==> src/rtl/rtc_bus_driver.sv <==
// -----------------------------------------------------------------------------
// rtc_bus_driver
//
// Downstream bus stage of the RTC controller. Takes one address/data byte
// request at a time from the upstream init/write/read machines. It runs the
// multiplexed address/data parallel bus cycle toward the external RTC chip.
//
// Bus cycle, one phase per state. Each phase lasts its parameter count:
//   A_SET -> A_STB -> A_HLD -> D_SET -> D_STB -> D_HLD -> RECOV -> IDLE
// The address is always latched into the RTC with wr_n, including reads.
//
// Ports:
//   clk        system clock
//   reset      asynchronous active-low reset
//   req_write  start a write (sampled only when idle; write wins over read)
//   req_read   start a read  (sampled only when idle)
//   addr_in    RTC register address, latched on accept
//   wdata_in   write data, latched on accept
//   rdata_out  last byte read from the RTC
//   busy       transaction in progress
//   done       one-cycle pulse in the first idle cycle after recovery
//   ad_out     value driven onto the AD bus
//   ad_in      value returned on the AD bus
//   ad_oe      1 = FPGA drives the AD bus
//   cs_n       chip select, active low
//   ad_sel     0 = address phase, 1 = data phase
//   wr_n       write strobe, active low
//   rd_n       read strobe, active low
// -----------------------------------------------------------------------------
module rtc_bus_driver #(
    parameter int T_SETUP   = 2,
    parameter int T_STROBE  = 4,
    parameter int T_HOLD    = 2,
    parameter int T_RECOVER = 4
) (
    input  logic       clk,
    input  logic       reset,
    input  logic       req_write,
    input  logic       req_read,
    input  logic [7:0] addr_in,
    input  logic [7:0] wdata_in,
    output logic [7:0] rdata_out,
    output logic       busy,
    output logic       done,
    output logic [7:0] ad_out,
    input  logic [7:0] ad_in,
    output logic       ad_oe,
    output logic       cs_n,
    output logic       ad_sel,
    output logic       wr_n,
    output logic       rd_n
);

    typedef enum logic [2:0] {
        ST_IDLE  = 3'd0,
        ST_A_SET = 3'd1,
        ST_A_STB = 3'd2,
        ST_A_HLD = 3'd3,
        ST_D_SET = 3'd4,
        ST_D_STB = 3'd5,
        ST_D_HLD = 3'd6,
        ST_RECOV = 3'd7
    } state_t;

    // The counter counts down to zero, so each phase loads its length minus one.
    localparam logic [7:0] LOAD_SETUP   = 8'(T_SETUP - 1);
    localparam logic [7:0] LOAD_STROBE  = 8'(T_STROBE - 1);
    localparam logic [7:0] LOAD_HOLD    = 8'(T_HOLD - 1);
    localparam logic [7:0] LOAD_RECOVER = 8'(T_RECOVER - 1);

    state_t     state_r;
    state_t     state_next_s;
    logic [7:0] cnt_r;
    logic [7:0] cnt_next_s;
    logic       op_write_r;
    logic [7:0] addr_r;
    logic [7:0] wdata_r;
    logic       accept_s;

    // Values the output decode uses. On the accepting edge these are the fresh request inputs.
    logic       op_write_s;
    logic [7:0] addr_s;
    logic [7:0] wdata_s;

    // Next-cycle bus values, registered into the output ports.
    logic       cs_n_s;
    logic       ad_sel_s;
    logic       wr_n_s;
    logic       rd_n_s;
    logic       ad_oe_s;
    logic [7:0] ad_out_s;

    function automatic logic [7:0] phase_load(input state_t st);
        logic [7:0] ld;
        case (st)
            ST_A_SET, ST_D_SET: ld = LOAD_SETUP;
            ST_A_STB, ST_D_STB: ld = LOAD_STROBE;
            ST_A_HLD, ST_D_HLD: ld = LOAD_HOLD;
            ST_RECOV:           ld = LOAD_RECOVER;
            default:            ld = 8'd0;
        endcase
        return ld;
    endfunction

    assign accept_s   = (state_r == ST_IDLE) && (req_write || req_read);
    assign op_write_s = accept_s ? req_write : op_write_r;
    assign addr_s     = accept_s ? addr_in   : addr_r;
    assign wdata_s    = accept_s ? wdata_in  : wdata_r;

    // State register, phase counter and request latch.
    always_ff @(posedge clk or negedge reset) begin
        if (!reset) begin
            state_r    <= ST_IDLE;
            cnt_r      <= 8'd0;
            op_write_r <= 1'b0;
            addr_r     <= 8'h00;
            wdata_r    <= 8'h00;
        end else begin
            state_r    <= state_next_s;
            cnt_r      <= cnt_next_s;
            op_write_r <= op_write_s;
            addr_r     <= addr_s;
            wdata_r    <= wdata_s;
        end
    end

    // Next-state decode: each non-idle phase advances when its counter reaches zero.
    always_comb begin
        state_next_s = state_r;
        case (state_r)
            ST_IDLE: begin
                if (accept_s) begin
                    state_next_s = ST_A_SET;
                end else begin
                    state_next_s = ST_IDLE;
                end
            end
            ST_A_SET: state_next_s = (cnt_r == 8'd0) ? ST_A_STB : ST_A_SET;
            ST_A_STB: state_next_s = (cnt_r == 8'd0) ? ST_A_HLD : ST_A_STB;
            ST_A_HLD: state_next_s = (cnt_r == 8'd0) ? ST_D_SET : ST_A_HLD;
            ST_D_SET: state_next_s = (cnt_r == 8'd0) ? ST_D_STB : ST_D_SET;
            ST_D_STB: state_next_s = (cnt_r == 8'd0) ? ST_D_HLD : ST_D_STB;
            ST_D_HLD: state_next_s = (cnt_r == 8'd0) ? ST_RECOV : ST_D_HLD;
            ST_RECOV: state_next_s = (cnt_r == 8'd0) ? ST_IDLE  : ST_RECOV;
            default:  state_next_s = ST_IDLE;
        endcase
    end

    // Counter reloads on every state change, otherwise counts down (held at zero in idle).
    always_comb begin
        cnt_next_s = 8'd0;
        if (state_next_s != state_r) begin
            cnt_next_s = phase_load(state_next_s);
        end else if (state_r == ST_IDLE) begin
            cnt_next_s = 8'd0;
        end else begin
            cnt_next_s = cnt_r - 8'd1;
        end
    end

    // Output decode from the next state, so the registered pins line up with the state.
    always_comb begin
        cs_n_s   = 1'b1;
        ad_sel_s = 1'b1;
        wr_n_s   = 1'b1;
        rd_n_s   = 1'b1;
        ad_oe_s  = 1'b0;
        ad_out_s = 8'h00;
        case (state_next_s)
            ST_A_SET, ST_A_STB, ST_A_HLD: begin
                cs_n_s   = 1'b0;
                ad_sel_s = 1'b0;
                ad_oe_s  = 1'b1;
                ad_out_s = addr_s;
                if (state_next_s == ST_A_STB) begin
                    wr_n_s = 1'b0;
                end else begin
                    wr_n_s = 1'b1;
                end
            end
            ST_D_SET, ST_D_STB, ST_D_HLD: begin
                cs_n_s = 1'b0;
                if (op_write_s) begin
                    ad_oe_s  = 1'b1;
                    ad_out_s = wdata_s;
                    if (state_next_s == ST_D_STB) begin
                        wr_n_s = 1'b0;
                    end else begin
                        wr_n_s = 1'b1;
                    end
                end else begin
                    // Bus released to the RTC for the whole read data phase.
                    ad_oe_s  = 1'b0;
                    ad_out_s = 8'h00;
                    if (state_next_s == ST_D_STB) begin
                        rd_n_s = 1'b0;
                    end else begin
                        rd_n_s = 1'b1;
                    end
                end
            end
            default: begin
                cs_n_s   = 1'b1;
                ad_sel_s = 1'b1;
                ad_oe_s  = 1'b0;
                ad_out_s = 8'h00;
            end
        endcase
    end

    // Output registers for the bus pins and the handshake.
    always_ff @(posedge clk or negedge reset) begin
        if (!reset) begin
            cs_n   <= 1'b1;
            ad_sel <= 1'b1;
            wr_n   <= 1'b1;
            rd_n   <= 1'b1;
            ad_oe  <= 1'b0;
            ad_out <= 8'h00;
            busy   <= 1'b0;
            done   <= 1'b0;
        end else begin
            cs_n   <= cs_n_s;
            ad_sel <= ad_sel_s;
            wr_n   <= wr_n_s;
            rd_n   <= rd_n_s;
            ad_oe  <= ad_oe_s;
            ad_out <= ad_out_s;
            busy   <= (state_next_s != ST_IDLE);
            done   <= (state_r == ST_RECOV) && (state_next_s == ST_IDLE);
        end
    end

    // Read capture on the edge that ends the last read-strobe cycle.
    always_ff @(posedge clk or negedge reset) begin
        if (!reset) begin
            rdata_out <= 8'h00;
        end else if ((state_r == ST_D_STB) && (cnt_r == 8'd0) && !op_write_r) begin
            rdata_out <= ad_in;
        end
    end

endmodule

==> config.mk <==
export PLATFORM = sky130hd
export DESIGN_NAME = rtc_bus_driver
export DESIGN_NICKNAME = d
export VERILOG_FILES = /design/src/rtl/rtc_bus_driver.sv
export SDC_FILE = /design/constraint.sdc
export NUM_CORES = 1
export LEC_CHECK = 0
export BUFFER_PORTS_ARGS = -buffer_cell sky130_fd_sc_hd__buf_2
export CAP_MARGIN = 25
export CORE_ASPECT_RATIO = 0.8
export CORE_MARGIN = 2
export CORE_UTILIZATION = 40
export CTS_CLUSTER_SIZE = 10
export DETAILED_ROUTE_END_ITERATION = 8
export SLEW_MARGIN = 20
export SYNTH_ARGS = -nofsm -noshare
export SYNTH_HDL_FRONTEND = slang
export SYNTH_SLANG_ARGS = --single-unit
==> constraint.sdc <==
create_clock -name clk -period 3.15 [get_ports clk]
set_input_delay 0.315 -clock clk [delete_from_list [all_inputs] [get_ports clk]]
set_output_delay 0.315 -clock clk [all_outputs]
set_load 0.005 [all_outputs]
* Word level (Yosys, flattened, before mapping) *
Index checks and enable logic that the tools add are counted.

cells by class
  magnitude comparators = 0
  add/sub/neg operators = 1
  multiply operators = 0
  div/mod/pow operators = 0
  eq/ne operators = 15
  reduce and logical (&&, ||, !) cells = 15
  shifts and indexed selects = 0
  bitwise logic cells = 0
  muxes and demuxes = 27

operators by type and width
  cell                   count
  $mux W8                5
  $eq A3 B3 Y1 const B   8
  $pmux W3 S8            1
  $pmux W8 S2            1
  $mux W1                13
  $eq A3 B2 Y1 const B   4
  $reduce_or A3 Y1       3
  $logic_not A8 Y1       1
  $sub A8 B1 Y8 const B  1
  $eq A3 B1 Y1 const B   2
  $logic_not A3 Y1       2
  $mux W3                2
  $reduce_or A6 Y1       1
  $logic_and A1 B1 Y1    4
  $mux W2                2
  $pmux W1 S2            2
  $pmux W2 S2            1
  $reduce_or A4 Y1       1
  $ne A3 B3 Y1           1
  $reduce_bool A3 Y1     1
  $logic_not A1 Y1       1
  $logic_or A1 B1 Y1     1

storage, ports and cells
  register bits = 51
  memory bits (writable) = 0
  memories kept = 0
  bits in latches = 0
  ROM bits = 0
  input port bits = 28

* Depth between registers and ports, before layout *
  word-level depth = 8
  depth in mapped cells = 10
  mapped depth without buffers = 9

* Worst setup path after synthesis *
Ideal clock, no wire load.

  path kind = reg2reg
  from = reg cnt_r[2]
  to = reg cs_n
  path slack = 763 ps
  arrival = 2319 ps
  stages on the path, launching flop included = 10
  cell sequence = dfrtp_1 or4_4 buf_6 or3_1 buf_6 a21oi_1 o31ai_1 ha_1 a311oi_1 a21boi_2

on the way
  word-level cells in the longest chain between the ends = 6
  elaborated cells on any way between the ends = 17
  those cells by class = eq/ne: 6; mux: 9; reduce/logical: 2

ends and longest elaborated chain
  element                               line  RTL
  start: declaration                    73    logic [7:0] cnt_r;
  start signal: assignment              120   cnt_r <= cnt_next_s;
  $logic_not A8 Y1 *                    n/a
  $mux W3 (tied with other cells)       144   ST_RECOV: state_next_s = (cnt_r == 8'd0) ? ST_IDLE : ST_RECOV;
  $pmux W3 S8 *                         130   case (state_r)
  via state_next_s[0]                   72    state_t state_next_s;
  $eq A3 B2 Y1 (tied with other cells)  169   case (state_next_s)
  $reduce_or A6 Y1 (no source line) *   n/a
  $mux W1 *                             169
  via cs_n_s                            86    logic cs_n_s;
  end signal: assignment                223   cs_n <= cs_n_s;
  end: declaration                      48    output logic cs_n,

The timed path passes the listed nets; every way through them passes the cells marked *.
A chain may end at the register's enable or synchronous reset.

* Final worst setup path *
Same ends and word-level chain as after synthesis.

==> flow_summary_export.csv <==
group,metric,value,unit
power_and_ir_drop,pwr-share-comb,39.6,%
worst_setup_path,cp.required,3.39,ns
floorplan,core_area,5410,sq um
power_and_ir_drop,p_per_area,957,nW/um^2
synth,yosysTopAreaCell,"dfrtp_1",
floorplan,die_y,70.7,um
synth,synth_top_area_share,52.9,%
power_and_ir_drop,clockPowerShare,15.3,%
worst_setup_path,r2r_slack,0.62,ns
worst_setup_path,cp_max_fo,9,
sta,tns,0,ns
synth,async_flop_share,100,%
route,wire_per_inst,13.6,um
cells_and_area,fin_area,2630,sq um
power_and_ir_drop,p_switching,0.942,mW
worst_setup_path,crit_type,"reg -> reg",
synth,synth_cell_types,40,
cells_and_area,final_common_cell,"buf_2",
sta,final.setup_skew,0.00583,ns
synth,postSynthAreaPerCell,12.1,sq um
cells_and_area,final_cell_mix,"50 x buf_2, 47 x dfrtp_1, 21 x inv_1, 16 x mux2i_1, 12 x nor2_1",
synth,yosys_register_bits,51,
worst_setup_path,rr_worst_depth,7,
sta,fin_crit_sh,80.4,%
clock_network,clockRootBuffer,"clkbuf_8",
route,drt-initial-drc-count,69,
cells_and_area,nFillCells,512,
floorplan,die_w,87.4,um
sta,max_freq,395,MHz
synth,netlist_area,2220,sq um
clock_network,clock_sinks,51,
outcome,status,"finished, final reports clean",
power_and_ir_drop,p_leak,1.34,nW
global_route,grt_pass1_wl,7.25,mm
power_and_ir_drop,peakVddDrop,0.000357,V
clock_network,clk_pin_slew,0.10,ns
sta,setup_slack,0.617,ns
cells_and_area,final_cells,303,
placement,dp_cells,294,
global_route,grt.overflow.total,0,
power_and_ir_drop,intPower,1.58,mW
global_route,grt_usage,14.9,%
sta,final.min_clock_period,2.53,ns
clock_network,post_cts_resized,0,
route,route.detailed.drc,0,
floorplan,num_rows,24,
placement,gp_congestion,0.825,
route,vias,1529,
clock_network,post-cts-setup-buffers,0,
synth,synth_edf_count,0,
cells_and_area,antennaDiodeCount,0,
worst_setup_path,start_kind,"flip-flop",
route,via_per_inst,5.05,
clock_network,worstSkewPairLatency,0.31,ns
sta,finalSetupViolations,0,
clock_network,cts_tree,"yes",
clock_network,clk_path_buf_depth,2,
placement,port_buffers,50,
route,drt-pass1-iter-count,4,
floorplan,start_util,41.1,%
placement,dp_hpwl,2.89,mm
synth,yosysWarnings,0,
sta,whs,0.0403,ns
synth,synthCells,184,
sta,slew-limit-headroom,53.6,%
floorplan,num_io_pins,51,
sta,worst_slew_pin_slew,0.695,ns
sta,rsz0062_at_grt,"false",
synth,ys.flop_type,"dfrtp_1",
cells_and_area,area_growth,18.5,%
synth,synthTopCellsByArea,"dfrtp_1 53%, mux2i_1 7.2%, dfstp_2 4.7%, mux2_2 4.1%, inv_1 3.5%",
synth,ys_seq_area_share,57.6,%
hold_path,min_path_type,"in -> async",
clock_network,cts_made_buffers,5,
run,drv_cap,0,
route,routed_wl,4.13,mm
global_route,antenna_found_initial,0,
worst_setup_path,cp.arrival,2.78,ns
global_route,grt_max_degree,33,
clock_network,cts-htree-levels,2,
placement,place_ws,0.634,ns
power_and_ir_drop,seqPwrFrac,45.1,%
worst_setup_path,r2r-start,"cnt_r[2]$_DFF_PN0_",
power_and_ir_drop,sw_frac_of_total,37.4,%
worst_setup_path,r2r_end,"cs_n$_DFF_PN1_",
sta,slew_viol_final,0,
route,ant_nets,0,
placement,placed_cell_area,2530,sq um
floorplan,die_area,6170,sq um
clock_network,cts_hold_buf,0,
global_route,grt_pass1_vias,1516,
cells_and_area,final_nets,269,
cells_and_area,drive_above_1_share,33.6,%
synth,syn-num-nets,216,
sta,final-hold-violation-count,0,
worst_setup_path,end_kind,"flip-flop",
-- metrics by stage --
| step | power (mW) | utilization [%] |
|---|---|---|
| after global routing | 2.73 | 48.7 |
| after CTS | 2.54 | 48.5 |
| after floorplan | 1.86 | - |
| after global placement | 2.13 | 46.8 |
| after detailed placement | 2.14 | 46.8 |
| final | 2.52 | 48.7 |
-- critical path: stages (launching register included) --
cell and delay, ns:
dfrtp_1 0.43, or4_4 0.63, or3_1 0.53, a21oi_1 0.20, o31ai_1 0.12, ha_1 0.20, a311oi_1 0.18, a21boi_2 0.18
-- sequential cells by signal (all words and copies together) (netlist names), 3 cells and up --
name       cells
rdata_out      8
ad_out         8
wdata_r        8
addr_r         8
cnt_r          8
state_r        3
-- synthesized netlist by cell type, types with 3 or more instances --
cell type  count
dfrtp_1       47
inv_1         21
mux2i_1       16
nor2_1        12
o22ai_1        9
mux2_2         8
xnor2_1        7
nor3_1         5
dfstp_2        4
ha_1           4
nand2b_1       4
a21oi_1        3
clkbuf_1       3
nand2_1        3
or3_1          3
-- power by group through the flow --
stage	Clock [mW]	Combinational, mW	Sequential, mW
floorplan	0	0.776	1.08
global placement	0	0.990	1.14
detailed placement	0	0.998	1.14
CTS	0.402	1.00	1.13
global route	0.432	1.13	1.17
finish	0.386	0.997	1.14
-- cell families after synthesis --
family	count (synthesis)	share of synthesized area, %
AO/OA/AOI/OAI	30	10.1
XOR/XNOR	9	3.55
adder cells (fa/ha/maj)	4	2.25
buffers and inverters	29	5.68
flip-flops	51	57.6
multiplexers	24	11.3
AND/OR/NAND/NOR	37	9.51
-- metal layers --
layer | track usage [%] | vias up | part of all wire, %
li1 | - | 745 | -
met1 | 21.6 | 730 | 50
met2 | 21.3 | 45 | 43
met3 | 3.62 | 9 | 4.7
met4 | 6.32 | 0 | 2.1
met5 | 0 | - | 0
-- worst max-delay path by stage --
stage	from	endpoint	slack [ns]	depth (start not counted)
finish	cnt_r[2]$_DFF_PN0_	cs_n$_DFF_PN1_	0.62	7
global route	cnt_r[2]$_DFF_PN0_	cs_n$_DFF_PN1_	0.42	7
CTS	cnt_r[2]$_DFF_PN0_	cs_n$_DFF_PN1_	0.60	7
detailed placement	cnt_r[2]$_DFF_PN0_	cs_n$_DFF_PN1_	0.63	7
global placement	cnt_r[2]$_DFF_PN0_	cs_n$_DFF_PN1_	0.67	6
floorplan	cnt_r[2]$_DFF_PN0_	cs_n$_DFF_PN1_	0.76	9
-- area by class of cell --
type | count | area (sq um) | share of cell area [%]
sequential | 51 | 1280 | 48.6
multi-input combinational | 104 | 820 | 31.1
timing repair buffer | 53 | 277 | 10.5
inverter | 22 | 82.6 | 3.14
tap | 65 | 81.3 | 3.09
clock buffer | 5 | 68.8 | 2.61
clock inverter | 3 | 23.8 | 0.903
No activity file was read; power rests on OpenSTA's default activity.
